[src/rtl/status_reg_if.sv]
// Flag/control bundle between the core sequencer/ALU and the 6502 P register.
// master drives strobes and ALU flags; slave is the status register itself.
interface status_reg_if;
  logic       alu_n;
  logic       alu_v;
  logic       alu_z;
  logic       alu_c;
  logic       upd_nz;
  logic       upd_v;
  logic       upd_c;
  logic       set_c;
  logic       clr_c;
  logic       set_i;
  logic       clr_i;
  logic       set_d;
  logic       clr_d;
  logic       clr_v;
  logic       p_load;
  logic       p_load_rti;
  logic [7:0] p_in;
  logic       irq_ack;
  logic       instr_done;
  logic       brk_push;
  logic [2:0] cond;
  logic [7:0] p_out;
  logic [7:0] p_push;
  logic       alu_ci;
  logic       dec_mode;
  logic       irq_mask;
  logic       branch_taken;

  modport master (
    output alu_n, alu_v, alu_z, alu_c,
    output upd_nz, upd_v, upd_c,
    output set_c, clr_c, set_i, clr_i,
    output set_d, clr_d, clr_v,
    output p_load, p_load_rti, p_in,
    output irq_ack, instr_done,
    output brk_push, cond,
    input  p_out, p_push, alu_ci,
    input  dec_mode, irq_mask, branch_taken
  );

  modport slave (
    input  alu_n, alu_v, alu_z, alu_c,
    input  upd_nz, upd_v, upd_c,
    input  set_c, clr_c, set_i, clr_i,
    input  set_d, clr_d, clr_v,
    input  p_load, p_load_rti, p_in,
    input  irq_ack, instr_done,
    input  brk_push, cond,
    output p_out, p_push, alu_ci,
    output dec_mode, irq_mask, branch_taken
  );
endinterface

[src/rtl/status_reg.sv]
// 6502 processor status register with branch eval and delayed I-mask.
// Define DECIMAL_EN to drive dec_mode from D; otherwise dec_mode is 0.
module status_reg (
  input  logic         clk,
  input  logic         rst_n,
  status_reg_if.slave  bus
);

  typedef enum logic [1:0] {
    IDLE = 2'd0,
    ARM  = 2'd1,
    HOLD = 2'd2
  } mask_st_t;

  logic     n, v, d, i, z, c;
  logic     n_nx, v_nx, d_nx, i_nx, z_nx, c_nx;
  logic     mask;
  mask_st_t st;
  logic     i_event;
  logic     i_now;
  logic     flag_sel;
  logic     unused;

  // Bits 5 and 4 of the pulled byte have no storage.
  assign unused = ^bus.p_in[5:4];

  // Next flag values: p_load, irq_ack, set, clr, ALU in falling priority.
  always_comb begin
    n_nx = n;
    v_nx = v;
    d_nx = d;
    i_nx = i;
    z_nx = z;
    c_nx = c;
    if (bus.p_load) begin
      n_nx = bus.p_in[7];
      v_nx = bus.p_in[6];
      d_nx = bus.p_in[3];
      i_nx = bus.p_in[2];
      z_nx = bus.p_in[1];
      c_nx = bus.p_in[0];
    end else begin
      if (bus.upd_nz) begin
        n_nx = bus.alu_n;
        z_nx = bus.alu_z;
      end
      if (bus.clr_v)
        v_nx = 1'b0;
      else if (bus.upd_v)
        v_nx = bus.alu_v;
      if (bus.set_c)
        c_nx = 1'b1;
      else if (bus.clr_c)
        c_nx = 1'b0;
      else if (bus.upd_c)
        c_nx = bus.alu_c;
      if (bus.set_d)
        d_nx = 1'b1;
      else if (bus.clr_d)
        d_nx = 1'b0;
      if (bus.irq_ack || bus.set_i)
        i_nx = 1'b1;
      else if (bus.clr_i)
        i_nx = 1'b0;
    end
  end

  // Delayed-mask triggers versus immediate (RTI / interrupt entry) ones.
  assign i_now   = (bus.p_load && bus.p_load_rti) || bus.irq_ack;
  assign i_event = bus.p_load ? !bus.p_load_rti
                              : (!bus.irq_ack && (bus.set_i || bus.clr_i));

  // Flag storage.
  always_ff @(posedge clk or negedge rst_n) begin
    if (!rst_n) begin
      n <= 1'b0;
      v <= 1'b0;
      d <= 1'b0;
      i <= 1'b1;
      z <= 1'b0;
      c <= 1'b0;
    end else begin
      n <= n_nx;
      v <= v_nx;
      d <= d_nx;
      i <= i_nx;
      z <= z_nx;
      c <= c_nx;
    end
  end

  // Mask pipeline: CLI/SEI/PLP reach irq_mask one instruction late.
  always_ff @(posedge clk or negedge rst_n) begin
    if (!rst_n) begin
      mask <= 1'b1;
      st   <= IDLE;
    end else if (i_now) begin
      mask <= i_nx;
      st   <= IDLE;
    end else if (i_event) begin
      st <= bus.instr_done ? HOLD : ARM;
    end else begin
      unique case (st)
        IDLE: st <= IDLE;
        ARM: begin
          if (bus.instr_done)
            st <= HOLD;
        end
        HOLD: begin
          if (bus.instr_done) begin
            mask <= i;
            st   <= IDLE;
          end
        end
        default: st <= IDLE;
      endcase
    end
  end

  // Branch flag select from opcode bits [7:6].
  always_comb begin
    flag_sel = n;
    unique case (bus.cond[2:1])
      2'b00: flag_sel = n;
      2'b01: flag_sel = v;
      2'b10: flag_sel = c;
      2'b11: flag_sel = z;
      default: flag_sel = n;
    endcase
  end

  assign bus.branch_taken = (flag_sel == bus.cond[0]);
  assign bus.p_out  = {n, v, 1'b1, 1'b1, d, i, z, c};
  assign bus.p_push = {n, v, 1'b1, bus.brk_push, d, i, z, c};
  assign bus.alu_ci   = c;
  assign bus.irq_mask = mask;

`ifdef DECIMAL_EN
  assign bus.dec_mode = d;
`else
  assign bus.dec_mode = 1'b0;
`endif

endmodule

[src/flat_wrapper.sv]
// flat-port wrapper written by rule: the top's interface ports become plain ports
module status_reg_flat 
  (clk, rst_n, bus_alu_n, bus_alu_v, bus_alu_z, bus_alu_c, bus_upd_nz, bus_upd_v, bus_upd_c, bus_set_c, bus_clr_c, bus_set_i, bus_clr_i, bus_set_d, bus_clr_d, bus_clr_v, bus_p_load, bus_p_load_rti, bus_p_in, bus_irq_ack, bus_instr_done, bus_brk_push, bus_cond, bus_p_out, bus_p_push, bus_alu_ci, bus_dec_mode, bus_irq_mask, bus_branch_taken);
  status_reg_if bus_i ();
  input  logic clk;
  input  logic rst_n;
  input wire logic [$bits(bus_i.alu_n)-1:0] bus_alu_n;
  input wire logic [$bits(bus_i.alu_v)-1:0] bus_alu_v;
  input wire logic [$bits(bus_i.alu_z)-1:0] bus_alu_z;
  input wire logic [$bits(bus_i.alu_c)-1:0] bus_alu_c;
  input wire logic [$bits(bus_i.upd_nz)-1:0] bus_upd_nz;
  input wire logic [$bits(bus_i.upd_v)-1:0] bus_upd_v;
  input wire logic [$bits(bus_i.upd_c)-1:0] bus_upd_c;
  input wire logic [$bits(bus_i.set_c)-1:0] bus_set_c;
  input wire logic [$bits(bus_i.clr_c)-1:0] bus_clr_c;
  input wire logic [$bits(bus_i.set_i)-1:0] bus_set_i;
  input wire logic [$bits(bus_i.clr_i)-1:0] bus_clr_i;
  input wire logic [$bits(bus_i.set_d)-1:0] bus_set_d;
  input wire logic [$bits(bus_i.clr_d)-1:0] bus_clr_d;
  input wire logic [$bits(bus_i.clr_v)-1:0] bus_clr_v;
  input wire logic [$bits(bus_i.p_load)-1:0] bus_p_load;
  input wire logic [$bits(bus_i.p_load_rti)-1:0] bus_p_load_rti;
  input wire logic [$bits(bus_i.p_in)-1:0] bus_p_in;
  input wire logic [$bits(bus_i.irq_ack)-1:0] bus_irq_ack;
  input wire logic [$bits(bus_i.instr_done)-1:0] bus_instr_done;
  input wire logic [$bits(bus_i.brk_push)-1:0] bus_brk_push;
  input wire logic [$bits(bus_i.cond)-1:0] bus_cond;
  output wire logic [$bits(bus_i.p_out)-1:0] bus_p_out;
  output wire logic [$bits(bus_i.p_push)-1:0] bus_p_push;
  output wire logic [$bits(bus_i.alu_ci)-1:0] bus_alu_ci;
  output wire logic [$bits(bus_i.dec_mode)-1:0] bus_dec_mode;
  output wire logic [$bits(bus_i.irq_mask)-1:0] bus_irq_mask;
  output wire logic [$bits(bus_i.branch_taken)-1:0] bus_branch_taken;
  assign bus_i.alu_n = bus_alu_n;
  assign bus_i.alu_v = bus_alu_v;
  assign bus_i.alu_z = bus_alu_z;
  assign bus_i.alu_c = bus_alu_c;
  assign bus_i.upd_nz = bus_upd_nz;
  assign bus_i.upd_v = bus_upd_v;
  assign bus_i.upd_c = bus_upd_c;
  assign bus_i.set_c = bus_set_c;
  assign bus_i.clr_c = bus_clr_c;
  assign bus_i.set_i = bus_set_i;
  assign bus_i.clr_i = bus_clr_i;
  assign bus_i.set_d = bus_set_d;
  assign bus_i.clr_d = bus_clr_d;
  assign bus_i.clr_v = bus_clr_v;
  assign bus_i.p_load = bus_p_load;
  assign bus_i.p_load_rti = bus_p_load_rti;
  assign bus_i.p_in = bus_p_in;
  assign bus_i.irq_ack = bus_irq_ack;
  assign bus_i.instr_done = bus_instr_done;
  assign bus_i.brk_push = bus_brk_push;
  assign bus_i.cond = bus_cond;
  assign bus_p_out = bus_i.p_out;
  assign bus_p_push = bus_i.p_push;
  assign bus_alu_ci = bus_i.alu_ci;
  assign bus_dec_mode = bus_i.dec_mode;
  assign bus_irq_mask = bus_i.irq_mask;
  assign bus_branch_taken = bus_i.branch_taken;
  status_reg u_core (.clk(clk), .rst_n(rst_n), .bus(bus_i));
endmodule
[config.mk]
export PLATFORM = sky130hd
export DESIGN_NAME = status_reg_flat
export DESIGN_NICKNAME = d
export VERILOG_FILES = /design/src/rtl/status_reg_if.sv /design/src/rtl/status_reg.sv /design/src/flat_wrapper.sv
export SDC_FILE = /design/constraint.sdc
export NUM_CORES = 1
export LEC_CHECK = 0
export CAP_MARGIN = 15
export CELL_PAD_IN_SITES_DETAIL_PLACEMENT = 1
export CELL_PAD_IN_SITES_GLOBAL_PLACEMENT = 2
export CORE_ASPECT_RATIO = 1.4
export CORE_MARGIN = 10
export CORE_UTILIZATION = 16
export CTS_CLUSTER_SIZE = 12
export DETAILED_ROUTE_END_ITERATION = 8
export PLACE_DENSITY = 0.74
export SYNTH_ARGS = -nofsm -noshare
export SYNTH_HDL_FRONTEND = slang
export SYNTH_SLANG_ARGS = --single-unit
[constraint.sdc]
create_clock -name clk -period 1.7 [get_ports clk]
set_clock_uncertainty 0.2 [all_clocks]
set_input_delay 0.17 -clock clk [delete_from_list [all_inputs] [get_ports clk]]
set_output_delay 0.17 -clock clk [all_outputs]
set_load 0.02 [all_outputs]
==> reports/qor.csv <==
metric;value;unit
async_flop_share;100;%
ys_warn_count;0;
die_w;73.6;um
yosysTopAreaCellShare;27.2;%
endpoint_kind;output pin;
synth_area;643;sq um
grt_setup_unrepaired;true;
antenna_found_initial;0;
seq_area_frac_synth;35.4;%
synthTopCellsByArea;dfrtp_1, buf_4, dfstp_2, mux2i_1, mux4_2;
place_ws;-613;ps
gp_congestion;0.778;
n_fill_cell;455;
synthCells;70;
regToRegSetupSlack;330;ps
rows;27;
drive_gt1_share;16.5;%
dieArea;6990;sq um
yosysMostFrequentCell;buf_4;
ant_nets;0;
grt_usage;6.13;%
dr.pass1.iters;2;
area_growth;75.1;%
initial_utilization;16.4;%
setup_viol;1;
diodes;0;
die_height;95.0;um
cap_violations;0;
vias;612;
p_leak;0.537;nW
period_share;103;%
cp.required;1330;ps
max-vdd-ir-drop;265;uV
worst_setup_path_start_kind;register;
arrival;1380;ps
fin_nets;142;
rr_startpoint;u_core.st[1];
total_power;0.764;mW
failed_checks;negative setup slack;
grt_overflow;0;
crit_type;register to output pin;
status;finished with violations;
core;3920;sq um
layout_setup_ws;-52.3;ps
avgSynthCellArea;9.19;sq um
grt_first_pass_wirelength;3440;um
route.detailed.drc;0;
multiInputGateArea;288;sq um
critPathMaxFanout;2;
grt_max_degree;13;
tritoncts;done;
regArea;228;sq um
cts_made_buffers;3;
tns;-52.3;ps
reg2reg_depth;3;
place_hpwl;1960;um
grt_pass1_vias;735;
yosys-top-cells-count;buf_4, dfrtp_1;
clk_path_buf_depth;2;
drt-initial-drc-count;5;
synth_edf_count;0;
fmax;571;MHz
htreeDepth;1;
finalMaxSlewViolations;0;
path_clk_slew;40;ps
min_period;1750;ps
io_buffers;43;
hold_viol_final;0;
min_path_type;input pin to asynchronous set/reset pin;
cts-root-buf;clkbuf_8;
synth_largest_area_cell;dfrtp_1;
synth-seq-cells;9;
io_pins;52;
clk_latency;230;ps
routed_via_density;4.03;
avgRoutedWirePerCell;14.4;um
synth_cell_types;28;
wl;2190;um
power_density;679;nW/um^2
clock_sink_count;9;
synth_top_flop_cell;dfrtp_1;
r2r-end;u_core.st[0];
layer usage:
layer	wire (um)	vias to the layer above	GRT usage, %
met2	1020	37	10.0
li1	-	296	-
met1	933	277	6.73
met4	8	0	1.87
met3	227	2	3.12
met5	0	-	0
worst max-delay path by stage:
stage,slack [ps],startpoint,cells past startpoint,end
CTS,-70,u_core.z,3,bus_branch_taken
floorplan,90,u_core.bus.alu_ci,2,bus_branch_taken
detailed placement,-610,bus_cond[1],4,bus_branch_taken
finish,-50,u_core.z,3,bus_branch_taken
global placement,-600,bus_cond[1],4,bus_branch_taken
global route,-100,u_core.v,3,bus_branch_taken
state kept, by name, summed over array words and instances, names as in the netlist:
name / count
u_core.st: 2
u_core.bus.alu_ci: 1
u_core.bus.irq_mask: 1
u_core.d: 1
u_core.i: 1
u_core.n: 1
u_core.v: 1
u_core.z: 1
cell families (layout without fill, tap and decap cells):
kind of cell / Yosys count / count (layout) / synth area share [%]
compound gates: 14 / 14 / 15.0
xor+xnor: 1 / 1 / 1.36
buf+inv: 21 / 58 / 22.2
flops: 9 / 9 / 35.4
mux: 6 / 6 / 11.5
other cells: 2 / 4 / 1.17
simple gates: 17 / 17 / 13.4
per-stage QoR:
stage	utilization, %	instances	hold WS (ps)	cell area (sq um)
floorplan	-	72	-326	658
global placement	27.3	148	141	1070
detailed placement	27.3	148	141	1070
CTS	28.3	152	63.1	1110
global route	28.7	152	84.1	1130
finish	28.7	152	53.5	1130
worst max-delay path, cell delays in order (launching register included):
cell and delay [ps]:
dfrtp_1 360, mux4_2 490, xnor2_2 140, buf_4 150
where the power goes:
group / switching, mW / leakage, nW / internal, mW
sequential: 0.0118 / 0.107 / 0.237
combinational: 0.122 / 0.407 / 0.153
clock: 0.0783 / 0.0228 / 0.163
total: 0.212 / 0.537 / 0.552
what timing repair did:
item	4_1_cts	5_1_grt
endpoints found under the setup margin	4	9
gates resized for setup	9	7
setup buffers	0	0
hold buffers	0	0
cell type report:
cell class	count	share of cell area (%)
clock buffers	4	4.00
inverters	3	1.00
flip-flops and latches	9	20.2
repair buffers	51	44.4
well taps	43	4.78
multi-input cells	42	25.6
cell usage in the layout, fill, tap and decap left out:
cell type,count
a21o_1,1
mux2_2,1
mux2i_1,4
a211oi_1,1
or3_1,1
mux4_2,1
conb_1,4
o31ai_1,2
dlymetal6s2s_1,7
nand2b_1,1
dfstp_2,2
o311a_1,1
o41a_1,1
o22ai_1,1
o21ai_0,4
nor2_2,1
nand2_1,4
dlygate4sd2_1,4
clkdlybuf4s50_1,31
nor3b_1,1
nor2b_1,2
or2b_1,1
xnor2_2,1
clkbuf_8,3
dfrtp_1,7
buf_4,9
o32ai_1,1
nor2_1,4
inv_1,3
nor3_1,2
a21oi_1,2
clkbuf_1,1
Power figures use the tool's default switching activity.
